===== config.mk =====
export PLATFORM = sky130hd
export DESIGN_NAME = sal_ar_ingress
export DESIGN_NICKNAME = d
export VERILOG_FILES = /design/src/rtl/sal_ddr_pkg.sv /design/src/rtl/sal_ar_ingress_fifo.sv /design/src/rtl/sal_ar_ingress.sv
export SDC_FILE = /design/constraint.sdc
export NUM_CORES = 1
export LEC_CHECK = 0
export ABC_AREA = 0
export ABC_CLOCK_PERIOD_IN_PS = 2460
export CORE_MARGIN = 8
export CORE_UTILIZATION = 40
export DETAILED_ROUTE_END_ITERATION = 8
export SLEW_MARGIN = 20
export SYNTH_ARGS = -nofsm -noshare
export SYNTH_HDL_FRONTEND = slang
export SYNTH_SLANG_ARGS = --single-unit

===== constraint.sdc =====
create_clock -name clk -period 2.46 [get_ports clk]
set_clock_uncertainty 0.2 [all_clocks]
set_input_delay 0.492 -clock clk [delete_from_list [all_inputs] [get_ports clk]]
set_output_delay 0.492 -clock clk [all_outputs]
set_load 0.01 [all_outputs]

===== src/rtl/sal_ddr_pkg.sv =====
// Shared DDR2 controller types: the decoded read request carried from AR ingress
// to the scheduler, plus AXI encodings used by the ingress checks.
package sal_ddr_pkg;

  localparam int SAL_ID_WIDTH  = 4;
  localparam int SAL_LEN_WIDTH = 4;
  localparam int SAL_BA_WIDTH  = 2;
  localparam int SAL_RA_WIDTH  = 14;
  localparam int SAL_CA_WIDTH  = 10;

  localparam logic [1:0] AXI_BURST_INCR = 2'b01;

  typedef struct packed {
    logic [SAL_ID_WIDTH-1:0]  id;
    logic [SAL_LEN_WIDTH-1:0] len;
    logic [SAL_BA_WIDTH-1:0]  ba;
    logic [SAL_RA_WIDTH-1:0]  ra;
    logic [SAL_CA_WIDTH-1:0]  ca;
  } sal_rd_req_t;

endpackage


===== src/rtl/sal_ar_ingress_fifo.sv =====
// SAL_FIFO: small synchronous FIFO with registered storage and an occupancy count.
// The head entry is presented combinationally so it stays stable until popped.
module SAL_FIFO #(
  parameter int DEPTH_LG2  = 2,
  parameter int DATA_WIDTH = 8
) (
  input  logic                  clk,
  input  logic                  rst_n,
  input  logic                  push,
  input  logic [DATA_WIDTH-1:0] push_data,
  input  logic                  pop,
  output logic [DATA_WIDTH-1:0] pop_data,
  output logic                  full,
  output logic                  empty
);

  localparam int DEPTH = 1 << DEPTH_LG2;

  logic [DATA_WIDTH-1:0] mem [DEPTH];
  logic [DEPTH_LG2-1:0]  wr_ptr;
  logic [DEPTH_LG2-1:0]  rd_ptr;
  logic [DEPTH_LG2:0]    count;

  assign full     = (count == (DEPTH_LG2+1)'(DEPTH));
  assign empty    = (count == '0);
  assign pop_data = mem[rd_ptr];

  always_ff @(posedge clk) begin
    if (push) mem[wr_ptr] <= push_data;
  end

  // Simultaneous push and pop leaves the count unchanged, even when full.
  always_ff @(posedge clk) begin
    if (!rst_n) begin
      wr_ptr <= '0;
      rd_ptr <= '0;
      count  <= '0;
    end else begin
      if (push) wr_ptr <= wr_ptr + 1'b1;
      if (pop)  rd_ptr <= rd_ptr + 1'b1;
      case ({push, pop})
        2'b10:   count <= count + 1'b1;
        2'b01:   count <= count - 1'b1;
        default: count <= count;
      endcase
    end
  end

endmodule


===== src/rtl/sal_ar_ingress.sv =====
// AXI read-address ingress: decodes AR beats into bank/row/column requests, queues
// them in order for the scheduler and caps the number of reads in flight.
module sal_ar_ingress
  import sal_ddr_pkg::*;
#(
  parameter int ADDR_WIDTH      = 32,
  parameter int ID_WIDTH        = SAL_ID_WIDTH,
  parameter int LEN_WIDTH       = SAL_LEN_WIDTH,
  parameter int BYTE_LG2        = 4,
  parameter int CA_WIDTH        = SAL_CA_WIDTH,
  parameter int BA_WIDTH        = SAL_BA_WIDTH,
  parameter int RA_WIDTH        = SAL_RA_WIDTH,
  parameter int FIFO_DEPTH_LG2  = 2,
  parameter int MAX_OUTSTANDING = 16,
  localparam int OUT_WIDTH      = $clog2(MAX_OUTSTANDING + 1)
) (
  input  logic                  clk,
  input  logic                  rst_n,
  input  logic                  arvalid,
  output logic                  arready,
  input  logic [ID_WIDTH-1:0]   arid,
  input  logic [ADDR_WIDTH-1:0] araddr,
  input  logic [LEN_WIDTH-1:0]  arlen,
  input  logic [2:0]            arsize,
  input  logic [1:0]            arburst,
  output logic                  req_valid,
  input  logic                  req_ready,
  output logic [ID_WIDTH-1:0]   req_id,
  output logic [LEN_WIDTH-1:0]  req_len,
  output logic [BA_WIDTH-1:0]   req_ba,
  output logic [RA_WIDTH-1:0]   req_ra,
  output logic [CA_WIDTH-1:0]   req_ca,
  input  logic                  rd_done,
  output logic [OUT_WIDTH-1:0]  outstanding,
  output logic                  err
);

  sal_rd_req_t push_req;
  sal_rd_req_t head_req;
  logic        fifo_full;
  logic        fifo_empty;
  logic        run;
  logic        ar_hs;
  logic        req_hs;
  logic        proto_err;
  logic [CA_WIDTH:0] col_end;

  // Holds arready low through reset and for the first cycle after it.
  always_ff @(posedge clk) begin
    if (!rst_n) run <= 1'b0;
    else        run <= 1'b1;
  end

  assign arready   = run & ~fifo_full & (outstanding < OUT_WIDTH'(MAX_OUTSTANDING));
  assign ar_hs     = arvalid & arready;
  assign req_valid = ~fifo_empty;
  assign req_hs    = req_valid & req_ready;

  assign push_req.id  = arid;
  assign push_req.len = arlen;
  assign push_req.ca  = araddr[BYTE_LG2 +: CA_WIDTH];
  assign push_req.ba  = araddr[BYTE_LG2 + CA_WIDTH +: BA_WIDTH];
  assign push_req.ra  = araddr[BYTE_LG2 + CA_WIDTH + BA_WIDTH +: RA_WIDTH];

  // A carry out of the column field means the burst would cross into the next row.
  assign col_end   = {1'b0, push_req.ca} + (CA_WIDTH+1)'(arlen);
  assign proto_err = (arburst != AXI_BURST_INCR) || (arsize != 3'(BYTE_LG2)) || col_end[CA_WIDTH];

  SAL_FIFO #(
    .DEPTH_LG2  (FIFO_DEPTH_LG2),
    .DATA_WIDTH ($bits(sal_rd_req_t))
  ) u_fifo (
    .clk       (clk),
    .rst_n     (rst_n),
    .push      (ar_hs),
    .push_data (push_req),
    .pop       (req_hs),
    .pop_data  (head_req),
    .full      (fifo_full),
    .empty     (fifo_empty)
  );

  assign req_id  = head_req.id;
  assign req_len = head_req.len;
  assign req_ba  = head_req.ba;
  assign req_ra  = head_req.ra;
  assign req_ca  = head_req.ca;

  // A retirement with nothing in flight is a protocol error; the counter never wraps.
  always_ff @(posedge clk) begin
    if (!rst_n) begin
      outstanding <= '0;
      err         <= 1'b0;
    end else begin
      if (ar_hs && !rd_done)
        outstanding <= outstanding + 1'b1;
      else if (!ar_hs && rd_done && outstanding != '0)
        outstanding <= outstanding - 1'b1;
      if ((ar_hs && proto_err) || (rd_done && outstanding == '0))
        err <= 1'b1;
    end
  end

endmodule


==> flow_summary_export.csv, run 1 <==
group,metric,value,unit
critical_path,endpoint_kind,"output port",
sta,worst_pin_slew,0.295,ns
pwr,power.share.switching,26.0,%
critical_path,path_cells,"buf_12 -> buf_12 -> mux4_2 -> buf_6",
finish,syn2layout_area_growth,35.8,%
logic_synthesis,ys_seq_elements,152,
logic_synthesis,synth-edff-count,136,
global_routing,grt_max_degree,24,
logic_synthesis,async_flop_share,0,%
global_routing,grt_pass1_vias,3356,
place,place_hpwl,7660,um
sta,fin_crit_sh,99.9,%
sta,fmax,0.407,GHz
pwr,leakagePower,2.77,nW
floorplanning,initial_core_util,40.7,%
floorplanning,die_area,0.0188,mm^2
route,viasPerCell,4.99,
route,wire_per_inst,19.5,um
clock_tree,cts_hold_buf,0,
floorplanning,die_w,137,um
worst_hold_path,hp-class,"reg2reg",
sta,setup_ws,0.00199,ns
finish,num_antenna_cells,0,
critical_path,crit_type,"reg2out",
floorplanning,die_y,137,um
critical_path,cp.arrival,1.77,ns
place,dp_slack,-0.565,ns
worst_hold_path,min-delay-start,"outstanding[3]",
logic_synthesis,synth_cells,287,
logic_synthesis,synth-seq-area-share,74.9,%
logic_synthesis,avgSynthCellArea,20.5,um^2
route,drc,0,
finish,drive_above_1_share,35.7,%
pwr,p_int,6.25,mW
critical_path,path_buf_inv,3,
route,first_pass_iters,4,
floorplanning,io_pins,92,
pwr,clkPwrFrac,31.4,%
critical_path,cp_max_fo,6,
pwr,seqPwrFrac,38.0,%
critical_path,slowest_delay,0.51,ns
route,first_iter_violations,136,
sta,setup_viol,0,
global_routing,grt_pass1_wl,18700,um
critical_path,critPathSlowestCell,"mux4_2",
global_routing,grt.total_usage,13.6,%
route,postRouteAntennaNets,0,
flow_run,max_cap_viol_count,0,
floorplanning,coreArea,0.0144,mm^2
sta,whs,0.314,ns
pwr,powerDensity,1060,mW/mm^2
place,routabilityCongestion,0.761,
clock_tree,clk_latency,0.42,ns
logic_synthesis,yosys_warnings,0,
logic_synthesis,synthesis.nets,350,
pwr,comb_power_share,30.5,%
logic_synthesis,ys_dominant_reg_cell,"edfxtp_1",
route,num_vias,3061,
sta,rsz0062_at_grt,"true",
logic_synthesis,synth_cell_type_count,34,
place,port_buffers,85,
route,finalWirelength,11900,um
clock_tree,clkTransAtPathRegs,0.06,ns
critical_path,cp.required,1.77,ns
finish,finalNetCount,479,
clock_tree,htreeDepth,4,
sta,relSlewSlack,80.2,%
floorplanning,num_rows,44,
clock_tree,cts.path.max_buffers,2,
sta,min_period,2.46,ns
clock_tree,cts_buffers,17,
critical_path,reg2reg_from,"u_fifo.count[0]",
critical_path,cp_common_cell,"buf_12",
pwr,ir_drop,0.000524,V
critical_path,critPathTopFamily,"multiplexers",
finish,layout_commonest_cell,"edfxtp_1",
pwr,power.net_switching,2.20,mW
sta,hold_viol,0,
logic_synthesis,syn_area,0.00588,mm^2
finish,layout_common_cells,"edfxtp_1, clkdlybuf4s50_1, mux4_2",
clock_tree,clock_sinks,152,
critical_path,worst_setup_path_start_kind,"register",
global_routing,grt_overflow,0,
sta,report.final.slew_viol_count,0,
run_status,outcome,"complete, no violations",
sta,fin_setup_tns,0,ns
clock_tree,cts_tree,"yes",
clock_tree,clock_tree.root_cell,"clkbuf_16",
global_routing,antenna_found_initial,1,
layout make-up:
class / count / area (um^2)
inverters: 8 / 30.0
multi-input cells: 117 / 1420
fillers: 1160 / 6440
flip-flops and latches: 152 / 4410
clock buffers: 18 / 429
clock inverters: 14 / 178
repair buffers: 120 / 1280
well taps: 184 / 230
power groups by stage:
stage | sequential, mW | clock (mW) | combinational, mW
after floorplan | 3.21 | 0 | 1.27
after global placement | 3.22 | 0 | 2.45
after detailed placement | 3.23 | 0 | 2.49
after CTS | 3.20 | 2.73 | 2.64
after global routing | 3.24 | 2.84 | 2.79
final | 3.21 | 2.66 | 2.58
kinds of logic (layout without fill, tap and decap cells):
| logic type | after synthesis | count (layout) | synth area share (%) |
|---|---|---|---|
| xor gates and xnor gates | 7 | 7 | 1.04 |
| muxes | 38 | 38 | 13.7 |
| buffers and inverters | 18 | 160 | 1.38 |
| and+or+nand+nor | 41 | 41 | 3.79 |
| adders and majority gates | 13 | 13 | 3.02 |
| AOI/OAI and AO/OA | 18 | 18 | 2.11 |
| DFF | 152 | 152 | 74.9 |
path summary, 6_finish.rpt:
path / end / slack, ns / depth (start not counted)
worst min register to register: outstanding[3] / 0.31 / 2
worst max-delay path: req_ba[1] / 0.002 / 4
worst max register to register: u_fifo.count[2] / 0.12 / 11
worst min-delay path: outstanding[3] / 0.31 / 2
state kept, by name (all words and copies together) (netlist names), named ones only:
| signal | count |
|---|---|
| u_fifo.mem | 136 |
| outstanding | 5 |
| u_fifo.count | 3 |
| u_fifo.rd_ptr | 2 |
| u_fifo.wr_ptr | 2 |
| err | 1 |
| run | 1 |
per-stage QoR:
step,total power [mW],cell area [um^2],utilization (%),cells
final,8.45,7980,55.3,613
after global routing,8.87,7980,55.3,613
after CTS,8.58,7960,55.2,616
after detailed placement,5.72,7280,50.5,576
after global placement,5.67,7280,50.5,576
after floorplan,4.48,5880,-,287
layer usage:
metal / vias up / part of all wire [%] / wire length [um] / global-route usage (%)
met5: - / 0.11 / 13 / 0
met4: 2 / 0.97 / 116 / 5.07
met3: 13 / 7.3 / 876 / 5.76
met2: 81 / 48 / 5740 / 21.9
met1: 1563 / 44 / 5200 / 15.8
li1: 1402 / - / - / -
synthesized netlist by cell type, types with 2 or more instances:
library cell | count | area [um^2]
fa_1 | 2 | 40.0
nand2b_1 | 2 | 12.5
a21o_1 | 3 | 22.5
edfxtp_1 | 136 | 4080
ha_1 | 11 | 138
dfxtp_1 | 16 | 320
nor2_1 | 8 | 30.0
clkbuf_1 | 4 | 15.0
and2_2 | 4 | 30.0
or3_1 | 2 | 12.5
a21oi_1 | 10 | 50.1
buf_2 | 5 | 25.0
nand4_1 | 2 | 12.5
mux4_2 | 34 | 766
nor2_2 | 2 | 12.5
xor2_1 | 4 | 35.0
mux2i_1 | 4 | 40.0
xnor2_1 | 3 | 26.3
inv_1 | 7 | 26.3
nand2_1 | 14 | 52.6
timing repair:
item                                    4_1_cts  5_1_grt
pin swaps                                     2        2
gates cloned                                  3        0
endpoints found under the setup margin       36       31
resized for setup                           152       25
endpoints found under the hold margin         0        0
buffers inserted                              5        0
worst reg2reg max path: stages, from the launching register on:
cell      delay, ns
dfxtp_2        0.33
nor2_4         0.13
a211oi_4       0.09
buf_4          0.15
buf_4          0.16
inv_2          0.06
ha_2           0.18
inv_1          0.05
fa_2           0.33
xor2_1         0.15
or3_1          0.30
a21oi_1        0.13
Power figures use the tool's default switching activity.
==> inputs of run 2 (changes only) <==
--- a/config.mk
+++ b/config.mk
@@ -9,6 +9,7 @@
 export ABC_CLOCK_PERIOD_IN_PS = 2460
 export CORE_MARGIN = 8
 export CORE_UTILIZATION = 40
+export CTS_BUF_LIST = sky130_fd_sc_hd__clkbuf_2 sky130_fd_sc_hd__clkbuf_4 sky130_fd_sc_hd__clkbuf_8
 export DETAILED_ROUTE_END_ITERATION = 8
 export SLEW_MARGIN = 20
 export SYNTH_ARGS = -nofsm -noshare
==> flow_summary_export.csv, run 2 (same netlist as run 1, synthesis figures left out) <==
group,metric,value,unit
sta,rsz0062_at_grt,"true",
route,wire_per_inst,19.2,um
global_routing,grt_overflow,0,
place,port_buffers,85,
critical_path,cp_max_fo,6,
finish,finalNetCount,478,
clock_tree,clk_latency,0.45,ns
global_routing,antenna_found_initial,1,
route,drc,0,
critical_path,worst_setup_path_start_kind,"register",
clock_tree,clock_tree.root_cell,"clkbuf_8",
critical_path,path_buf_inv,2,
finish,max_flop_register,"u_fifo.mem",
clock_tree,htreeDepth,4,
pwr,leakagePower,2.69,nW
floorplanning,coreArea,0.0144,mm^2
floorplanning,initial_core_util,40.7,%
sta,hold_viol,0,
global_routing,grt_max_degree,24,
place,place_hpwl,7660,um
route,first_pass_iters,4,
sta,fin_crit_sh,99.8,%
clock_tree,cts_buffers,17,
place,routabilityCongestion,0.761,
critical_path,rrSetupSlack,0.03,ns
floorplanning,die_area,0.0188,mm^2
critical_path,slowest_delay,0.55,ns
critical_path,critPathTopFamily,"multiplexers",
finish,layout_common_cells,"edfxtp_1, clkdlybuf4s50_1, mux4_2",
finish,num_antenna_cells,0,
route,first_iter_violations,168,
route,finalWirelength,11700,um
pwr,powerDensity,1000,mW/mm^2
clock_tree,clock_sinks,152,
pwr,ir_drop,0.000482,V
finish,fillCellCount,1183,
global_routing,grt_pass1_vias,3326,
critical_path,cp.required,1.77,ns
finish,largest_reg_flops,136,
finish,drive_above_1_share,35.7,%
sta,fin_setup_tns,0,ns
worst_hold_path,hp-class,"reg2reg",
finish,syn2layout_area_growth,33.3,%
critical_path,endpoint_kind,"output port",
floorplanning,io_pins,92,
critical_path,cp.arrival,1.76,ns
floorplanning,num_rows,44,
route,viasPerCell,5.03,
critical_path,path_cells,"buf_12 -> mux4_2 -> buf_6",
sta,worst_pin_slew,0.292,ns
sta,fmax,0.407,GHz
global_routing,grt_pass1_wl,18500,um
clock_tree,cts_hold_buf,0,
finish,layout_commonest_cell,"edfxtp_1",
sta,setup_viol,0,
finish,reg_top3,"u_fifo.mem x136, outstanding x5, u_fifo.count x3",
run_status,outcome,"complete, no violations",
flow_run,max_cap_viol_count,0,
clock_tree,cts.path.max_buffers,2,
route,num_vias,3077,
pwr,power,7.83,mW
sta,relSlewSlack,80.4,%
sta,report.final.slew_viol_count,0,
critical_path,critPathSlowestCell,"mux4_2",
floorplanning,die_y,137,um
critical_path,crit_type,"reg2out",
global_routing,grt.total_usage,13.4,%
floorplanning,die_w,137,um
route,postRouteAntennaNets,0,
sta,min_period,2.45,ns
clock_tree,cts_tree,"yes",
clock_tree,clkTransAtPathRegs,0.07,ns
-- run 2: changes by cell type in the layout (fill, tap and decap cells not counted), sizes merged --
cell / change
clkdlybuf4s50: +1
dlygate4sd2: -1
buf: -1
-- run 2: timing repair --
item                       4_1_cts  5_1_grt
setup endpoints to repair       36       36
resized for setup              165       20
gates cloned                     3        0
setup buffers                    4        0
pin swaps                        3        1
hold endpoints to repair         0        0
-- run 2: final timing paths --
| path | to | depth (start not counted) | start |
|---|---|---|---|
| worst min register to register | outstanding[3] | 2 | outstanding[3] |
| worst max register to register | outstanding[4] | 9 | outstanding[4] |
| worst min-delay path | outstanding[3] | 2 | outstanding[3] |
| worst max-delay path | req_ca[9] | 3 | register |
-- run 2: routing by layer --
layer	GRT usage (%)	up-vias	wire length [um]
met4	5.79	2	163
met1	16.0	1574	5160
met3	5.36	18	847
met5	0	-	13
li1	-	1401	-
met2	21.1	82	5560
-- run 2: cell type report --
class	instances	area, um^2	area share, %
repair buffers	119	1320	16.8
multi-input cells	117	1420	18.2
well taps	184	230	2.94
clock buffers	18	241	3.08
inverters	8	30.0	0.383
flip-flops and latches	152	4410	56.3
clock inverters	14	178	2.27
-- run 2: through the flow --
step           instances  setup slack, ns  instance area [um^2]  util (%)  hold slack [ns]
2_1_floorplan        287         -0.00398                  5880         -            0.269
6_report             612          0.00560                  7830      54.3            0.317
4_1_cts              615           -0.108                  7820      54.2            0.329
3_3_place_gp         576           -0.487                  7280      50.5            0.291
3_5_place_dp         576           -0.565                  7280      50.5            0.314
5_1_grt              612          -0.0812                  7830      54.3            0.337
-- run 2: report_power, final --
group	switching (mW)	internal, mW	total, mW
logic	1.08	1.55	2.63
registers	0.149	3.05	3.20
clock network	0.893	1.11	2.00
-- run 2: tightest hold or removal path, cell delays in order (launching register included) --
cell,delay [ns]
dfxtp_1,0.35
nand2_1,0.07
mux2i_1,0.06
==> inputs of run 3 (changes only) <==
--- a/config.mk
+++ b/config.mk
@@ -7,6 +7,7 @@
 export LEC_CHECK = 0
 export ABC_AREA = 0
 export ABC_CLOCK_PERIOD_IN_PS = 2460
+export CAP_MARGIN = 20
 export CORE_MARGIN = 8
 export CORE_UTILIZATION = 40
 export CTS_BUF_LIST = sky130_fd_sc_hd__clkbuf_2 sky130_fd_sc_hd__clkbuf_4 sky130_fd_sc_hd__clkbuf_8
==> results of run 3 <==
Final layout, timing and power as in run 2 (identical DEF).
